===== config.mk =====
export PLATFORM = sky130hd
export DESIGN_NAME = stack_controller_flat
export DESIGN_NICKNAME = d
export VERILOG_FILES = /design/src/rtl/stack_ctrl_pkg.sv /design/src/rtl/stack_ctrl_if.sv /design/src/rtl/stack_ctrl_alu.sv /design/src/rtl/stack_controller.sv /design/src/flat_wrapper.sv
export SDC_FILE = /design/constraint.sdc
export NUM_CORES = 1
export LEC_CHECK = 0
export BUFFER_PORTS_ARGS = -buffer_cell sky130_fd_sc_hd__buf_2
export CORE_MARGIN = 1.5
export CORE_UTILIZATION = 40
export DETAILED_ROUTE_END_ITERATION = 6
export PLACE_DENSITY_LB_ADDON = 0.25
export SYNTH_ARGS = -nofsm -noshare
export SYNTH_HDL_FRONTEND = slang
export SYNTH_HIERARCHICAL = 1
export SYNTH_SLANG_ARGS = --single-unit

===== constraint.sdc =====
create_clock -name clk -period 9.57 [get_ports clk]
set_input_delay 2.871 -clock clk [delete_from_list [all_inputs] [get_ports clk]]
set_output_delay 2.871 -clock clk [all_outputs]
set_load 0.03 [all_outputs]

===== src/rtl/stack_ctrl_pkg.sv =====
// Shared types and sizes for the stack controller: opcodes, FSM states,
// stack depth and data width.
package stack_ctrl_pkg;

    localparam int DATA_W      = 8;
    localparam int STACK_DEPTH = 32;
    localparam int DEPTH_W     = 6;   // holds 0..STACK_DEPTH inclusive

    typedef enum logic [2:0] {
        OP_NOP  = 3'd0,
        OP_PUSH = 3'd1,
        OP_POP  = 3'd2,
        OP_TOP  = 3'd3,
        OP_ADD  = 3'd4,
        OP_SUB  = 3'd5,
        OP_AND  = 3'd6,
        OP_NOT  = 3'd7
    } op_e;

    typedef enum logic [2:0] {
        IDLE  = 3'd0,
        POP1  = 3'd1,
        CAP1  = 3'd2,
        POP2  = 3'd3,
        CAP2  = 3'd4,
        PUSHR = 3'd5,
        DONE  = 3'd6
    } state_e;

endpackage


===== src/rtl/stack_ctrl_if.sv =====
// Command/result handshake between a command issuer (master) and the
// stack controller (slave).
interface stack_ctrl_if;
    import stack_ctrl_pkg::*;

    logic              cmd_valid;
    logic              cmd_ready;
    op_e               cmd_op;
    logic [DATA_W-1:0] cmd_imm;
    logic              res_valid;
    logic [DATA_W-1:0] res_data;
    logic              res_err;

    modport master (
        output cmd_valid, cmd_op, cmd_imm,
        input  cmd_ready, res_valid, res_data, res_err
    );

    modport slave (
        input  cmd_valid, cmd_op, cmd_imm,
        output cmd_ready, res_valid, res_data, res_err
    );

endinterface


===== src/rtl/stack_ctrl_alu.sv =====
// Combinational ALU for the binary/unary stack ops. A is the first value
// popped (old top), B the second; all results wrap modulo 2^DATA_W.
module stack_ctrl_alu
    import stack_ctrl_pkg::*;
(
    input  op_e               op,
    input  logic [DATA_W-1:0] a,
    input  logic [DATA_W-1:0] b,
    output logic [DATA_W-1:0] y
);

    // B is the deeper operand, so B-A matches "second minus top"
    always_comb begin
        y = '0;
        case (op)
            OP_ADD:  y = b + a;
            OP_SUB:  y = b - a;
            OP_AND:  y = b & a;
            OP_NOT:  y = ~a;
            default: y = '0;
        endcase
    end

endmodule


===== src/rtl/stack_controller.sv =====
// Stack controller: sequences push/pop/top strobes to an external stack
// with registered read data and reports one completion per command.
// Optional feature: define STACK_CTRL_DEPTH_CHECK_EN to add an occupancy
// counter that rejects commands the stack cannot satisfy.
module stack_controller
    import stack_ctrl_pkg::*;
(
    input  logic              clk,
    input  logic              rst,
    stack_ctrl_if.slave       bus,
    output logic [DATA_W-1:0] stk_data,
    output logic              stk_push,
    output logic              stk_pop,
    output logic              stk_tos,
    input  logic [DATA_W-1:0] stk_res
);

    state_e            state_q, state_d;
    op_e               op_q;
    logic [DATA_W-1:0] imm_q;
    logic [DATA_W-1:0] a_q;
    logic [DATA_W-1:0] b_q;
    logic [DATA_W-1:0] alu_y;
    logic [DATA_W-1:0] push_val;
    logic              accept;
    logic              reject;
    logic              err_q;

    // gated by rst so ready is low for the whole reset, high right after
    assign bus.cmd_ready = (state_q == IDLE) && !rst;
    assign accept        = bus.cmd_valid && bus.cmd_ready;
    assign push_val      = (op_q == OP_PUSH) ? imm_q : alu_y;

`ifdef STACK_CTRL_DEPTH_CHECK_EN
    logic [DEPTH_W-1:0] depth_q;

    // occupancy follows the strobes actually issued to the stack
    always_ff @(posedge clk or posedge rst) begin
        if (rst)
            depth_q <= '0;
        else if (stk_push)
            depth_q <= depth_q + DEPTH_W'(1);
        else if (stk_pop)
            depth_q <= depth_q - DEPTH_W'(1);
    end

    // judge the offered command against the current occupancy
    always_comb begin
        reject = 1'b0;
        case (bus.cmd_op)
            OP_PUSH:                reject = (depth_q == DEPTH_W'(STACK_DEPTH));
            OP_POP, OP_TOP, OP_NOT: reject = (depth_q == '0);
            OP_ADD, OP_SUB, OP_AND: reject = (depth_q < DEPTH_W'(2));
            default:                reject = 1'b0;
        endcase
    end

    // keep the verdict for the completion cycle
    always_ff @(posedge clk or posedge rst) begin
        if (rst)
            err_q <= 1'b0;
        else if (accept)
            err_q <= reject;
    end
`else
    assign reject = 1'b0;
    assign err_q  = 1'b0;
`endif

    stack_ctrl_alu u_alu (
        .op (op_q),
        .a  (a_q),
        .b  (b_q),
        .y  (alu_y)
    );

    // FSM state register; reset abandons any command in flight
    always_ff @(posedge clk or posedge rst) begin
        if (rst)
            state_q <= IDLE;
        else
            state_q <= state_d;
    end

    // command and operand capture; datapath only, so no reset
    always_ff @(posedge clk) begin
        if (accept) begin
            op_q  <= bus.cmd_op;
            imm_q <= bus.cmd_imm;
        end
        if (state_q == CAP1)
            a_q <= stk_res;
        if (state_q == CAP2)
            b_q <= stk_res;
    end

    // next-state sequencing per opcode
    always_comb begin
        state_d = state_q;
        case (state_q)
            IDLE: begin
                if (accept) begin
                    if (reject || bus.cmd_op == OP_NOP)
                        state_d = DONE;
                    else if (bus.cmd_op == OP_PUSH)
                        state_d = PUSHR;
                    else
                        state_d = POP1;
                end
            end
            POP1: state_d = CAP1;
            CAP1: begin
                if (op_q == OP_NOT)
                    state_d = PUSHR;
                else if (op_q == OP_POP || op_q == OP_TOP)
                    state_d = IDLE;
                else
                    state_d = POP2;
            end
            POP2:    state_d = CAP2;
            CAP2:    state_d = PUSHR;
            PUSHR:   state_d = IDLE;
            DONE:    state_d = IDLE;
            default: state_d = IDLE;
        endcase
    end

    // strobes and completion decoded from the current state
    always_comb begin
        stk_push      = 1'b0;
        stk_pop       = 1'b0;
        stk_tos       = 1'b0;
        stk_data      = '0;
        bus.res_valid = 1'b0;
        bus.res_data  = '0;
        bus.res_err   = 1'b0;
        case (state_q)
            POP1: begin
                if (op_q == OP_TOP)
                    stk_tos = 1'b1;
                else
                    stk_pop = 1'b1;
            end
            CAP1: begin
                if (op_q == OP_POP || op_q == OP_TOP) begin
                    bus.res_valid = 1'b1;
                    bus.res_data  = stk_res;
                end
            end
            POP2: stk_pop = 1'b1;
            PUSHR: begin
                stk_push      = 1'b1;
                stk_data      = push_val;
                bus.res_valid = 1'b1;
                bus.res_data  = push_val;
            end
            DONE: begin
                bus.res_valid = 1'b1;
                bus.res_err   = err_q;
            end
            default: ;
        endcase
    end

endmodule

===== src/flat_wrapper.sv =====
// flat-port wrapper written by rule: the top's interface ports become plain ports
module stack_controller_flat import stack_ctrl_pkg::*;
  (clk, rst, stk_data, stk_push, stk_pop, stk_tos, stk_res, bus_cmd_valid, bus_cmd_op, bus_cmd_imm, bus_cmd_ready, bus_res_valid, bus_res_data, bus_res_err);
  stack_ctrl_if bus_i ();
  input  logic clk;
  input  logic rst;
  output logic [DATA_W-1:0] stk_data;
  output logic stk_push;
  output logic stk_pop;
  output logic stk_tos;
  input  logic [DATA_W-1:0] stk_res;
  input wire logic [$bits(bus_i.cmd_valid)-1:0] bus_cmd_valid;
  input wire logic [$bits(bus_i.cmd_op)-1:0] bus_cmd_op;
  input wire logic [$bits(bus_i.cmd_imm)-1:0] bus_cmd_imm;
  output wire logic [$bits(bus_i.cmd_ready)-1:0] bus_cmd_ready;
  output wire logic [$bits(bus_i.res_valid)-1:0] bus_res_valid;
  output wire logic [$bits(bus_i.res_data)-1:0] bus_res_data;
  output wire logic [$bits(bus_i.res_err)-1:0] bus_res_err;
  assign bus_i.cmd_valid = bus_cmd_valid;
  assign bus_i.cmd_op = bus_cmd_op;
  assign bus_i.cmd_imm = bus_cmd_imm;
  assign bus_cmd_ready = bus_i.cmd_ready;
  assign bus_res_valid = bus_i.res_valid;
  assign bus_res_data = bus_i.res_data;
  assign bus_res_err = bus_i.res_err;
  stack_controller u_core (.clk(clk), .rst(rst), .bus(bus_i), .stk_data(stk_data), .stk_push(stk_push), .stk_pop(stk_pop), .stk_tos(stk_tos), .stk_res(stk_res));
endmodule

==> impl_metrics.yaml <==
outcome:
  status: "finished, final reports clean"
setup_path:
  r2r_start: "u_core/state_q[0]$_DFFE_PP0P_"
  crit_type: "in2out"
  worst_ep_required_time_ns: 6.70
  cp-end-kind: "primary output"
  max_stage_delay_ns: 0.26
  start_kind: "primary input"
  path_cells: "buf_2 > nor4_1 > buf_2"
  crit_start: "rst"
  crit_family: "buffers and inverters"
  cp_max_fo: 3
  path_buf_inv: 2
  crit_path_frequent_cell: "buf_2"
  arrival_ns: 3.49
  cp_slowest_cell: "buf_2"
routing:
  drtIter0Drc: 92
  dr.pass1.iters: 4
  viasPerCell: 5.32
  ant_nets: 0
  drt_wl_total_um: 4260
  drc: 0
  vias: 1570
  wl_per_cell_um: 14.4
sta:
  hold_violations: 0
  setup_viol: 0
  period_minus_slack_ns: 6.36
  fin_ws_ns: 3.21
  post-route-period-util: 0.664
  tns_ns: 0
  fin_worst_skew_ns: 0.00457
  rsz0062_at_grt: "false"
  finalMaxSlewViolations: 0
  tightest_slew_ns: 0.833
  timing.fmax_mhz: 157
  slew_headroom: 0.442
global_route:
  grt_usage: 0.172
  grt_pass1_wl_um: 6970
  grt_pass1_vias: 1465
  antenna_found_initial: 0
  grt_max_degree: 20
  grt_overflow: 0
synthesis:
  synth.area.top_cells: "edfxtp_1 (40%), ha_1 (5.6%), mux2i_1 (4.5%)"
  ys_seq_area_frac: 0.440
  syn-num-nets: 220
  avgSynthCellArea_um2: 10.7
  synth.ff_latch_count: 30
  yosysTopAreaCell: "edfxtp_1"
  synth_edf_count: 27
  synth.distinct_cells: 43
  yosys.area.top_type_share: 0.403
  yosysWarnings: 6
  syn-instance-count: 188
  syn_area_um2: 2010
  synth-main-ff-cell: "edfxtp_1"
  ys_async_sr_fraction: 0.100
die:
  ioPinCount: 44
  initial_core_util: 0.420
  coreArea_um2: 4790
  dieHeight_um: 73.9
  fp.dieW_um: 73.9
  die_area_um2: 5460
  row_count: 25
clock_network:
  cts-buffers-inserted: 5
  cts.sinks: 30
  clockRootBuffer: "clkbuf_8"
  cts_hold_buf: 0
  path_clk_slew_ns: 0.06
  cts.repair.resized: 0
  cts_tree: "built"
  clock_path_buffers: 2
  clk_latency_ns: 0.28
  cts_setup_buffers: 0
  htreeDepth: 2
place:
  place_hpwl_um: 3220
  portBuffers: 42
  gp_congestion: 0.843
  dp.cells: 287
  dp_slack_ns: 3.21
flow_run:
  cap_violations: 0
finish:
  fin_nets: 259
  layout-drive-gt1-share: 0.254
  num_antenna_cells: 0
  multi_input_area_um2: 1000
  areaGrowthSynthToFinish_pct: 16.0
  nFillCells: 448
  seqCellArea_um2: 886
  finalNonFillerCells: 295
power:
  p_leak_uw: 0.000958
  power_uw: 597
  power_density_nw_per_um2: 256
  vdd_drop_max_mv: 0.171
hold_path:
  hold_start: "u_core/state_q[2]$_DFFE_PP0P_"
  hold_class: "reg2reg"
==> logic make-up (layout without fill, tap and decap cells) <==
group	after synthesis	after routing	synth area share
muxes	9	9	0.0448
adders and majority gates	10	10	0.0659
buffers and inverters	20	60	0.0603
and+or+nand+nor	57	57	0.170
xor gates and xnor gates	13	13	0.0566
AOI/OAI and AO/OA	48	48	0.160
DFF	30	30	0.440
other	1	1	0.00186
==> layout make-up <==
cell class,count,area share
sequential,30,0.379
clock inverter,3,0.0171
tap,67,0.0359
inverter,9,0.0145
multi-input combinational,138,0.430
clock buffer,5,0.0295
timing repair buffer,43,0.0932
==> sequential cells by signal (all words and copies together) (netlist names) <==
| register | flops |
|---|---|
| u_core/a_q | 8 |
| u_core/b_q | 8 |
| u_core/imm_q | 8 |
| u_core/op_q | 3 |
| u_core/state_q | 3 |
==> metrics by stage <==
stage | util | hold slack (ns) | instance area [um^2]
detailed placement | 0.465 | 0.654 | 2230
global route | 0.488 | 0.707 | 2330
global placement | 0.465 | 0.630 | 2230
CTS | 0.488 | 0.661 | 2330
finish | 0.488 | 0.659 | 2330
floorplan | - | 0.531 | 2010
==> power breakdown <==
group | internal [uW] | switching, uW | total (uW)
combinational | 105 | 151 | 256
clock | 76.4 | 46.5 | 123
sequential | 176 | 41.9 | 218
total | 358 | 239 | 597
==> cell usage in the layout (no fill, tap or decap), drive strengths merged, types with 7 or more instances in the layout <==
master and instances:
nor3 7, a21oi 14, edfxtp 27, xnor2 10
nor2 15, inv 9, ha 9, o2bb2ai 8
o21ai 10, nand3 7, mux2i 9, buf 43
==> synth_stat cells (all sizes together), types with 2 or more instances <==
library cell and count:
nor4 2, and2 2, buf 9, o21ai 10, o2bb2ai 8, nand2b 3
mux2i 9, nand2 6, dfrtp 3, edfxtp 27, o211ai 6, nor4b 2
nor2 15, and3 3, xnor2 10, xor2 3, a21o 2, ha 9
nor3 7, nand3b 2, nor3b 5, o211a 3, and3b 2, a21oi 14
a31oi 2, clkbuf 2, nand3 7, inv 9
==> layer usage <==
| metal | global-route usage | wire (um) |
|---|---|---|
| met1 | 0.239 | 1980 |
| met2 | 0.265 | 2000 |
| met3 | 0.0357 | 193 |
| met4 | 0.0658 | 78 |
| met5 | 0 | 0 |
==> worst register-to-register path, cell delays in order (launching register included) <==
cell	delay (ns)
dfrtp_1	0.53
nor4_1	0.36
and2_1	0.48
==> worst paths after layout <==
kind                                                 endpoint  slack (ns)  depth (start not counted)
worst max-delay path                            bus_cmd_ready        3.21                          3
worst min-delay path            u_core/state_q[1]$_DFFE_PP0P_        0.66                          1
worst max register to register      u_core/imm_q[3]$_DFFE_PP_        7.83                          2
worst min register to register  u_core/state_q[1]$_DFFE_PP0P_        0.66                          1
max in group asynchronous       u_core/state_q[2]$_DFFE_PP0P_        6.96                          2
min in group asynchronous       u_core/state_q[0]$_DFFE_PP0P_        2.47                          2
Note: power is estimated with default switching activity, not from simulation.
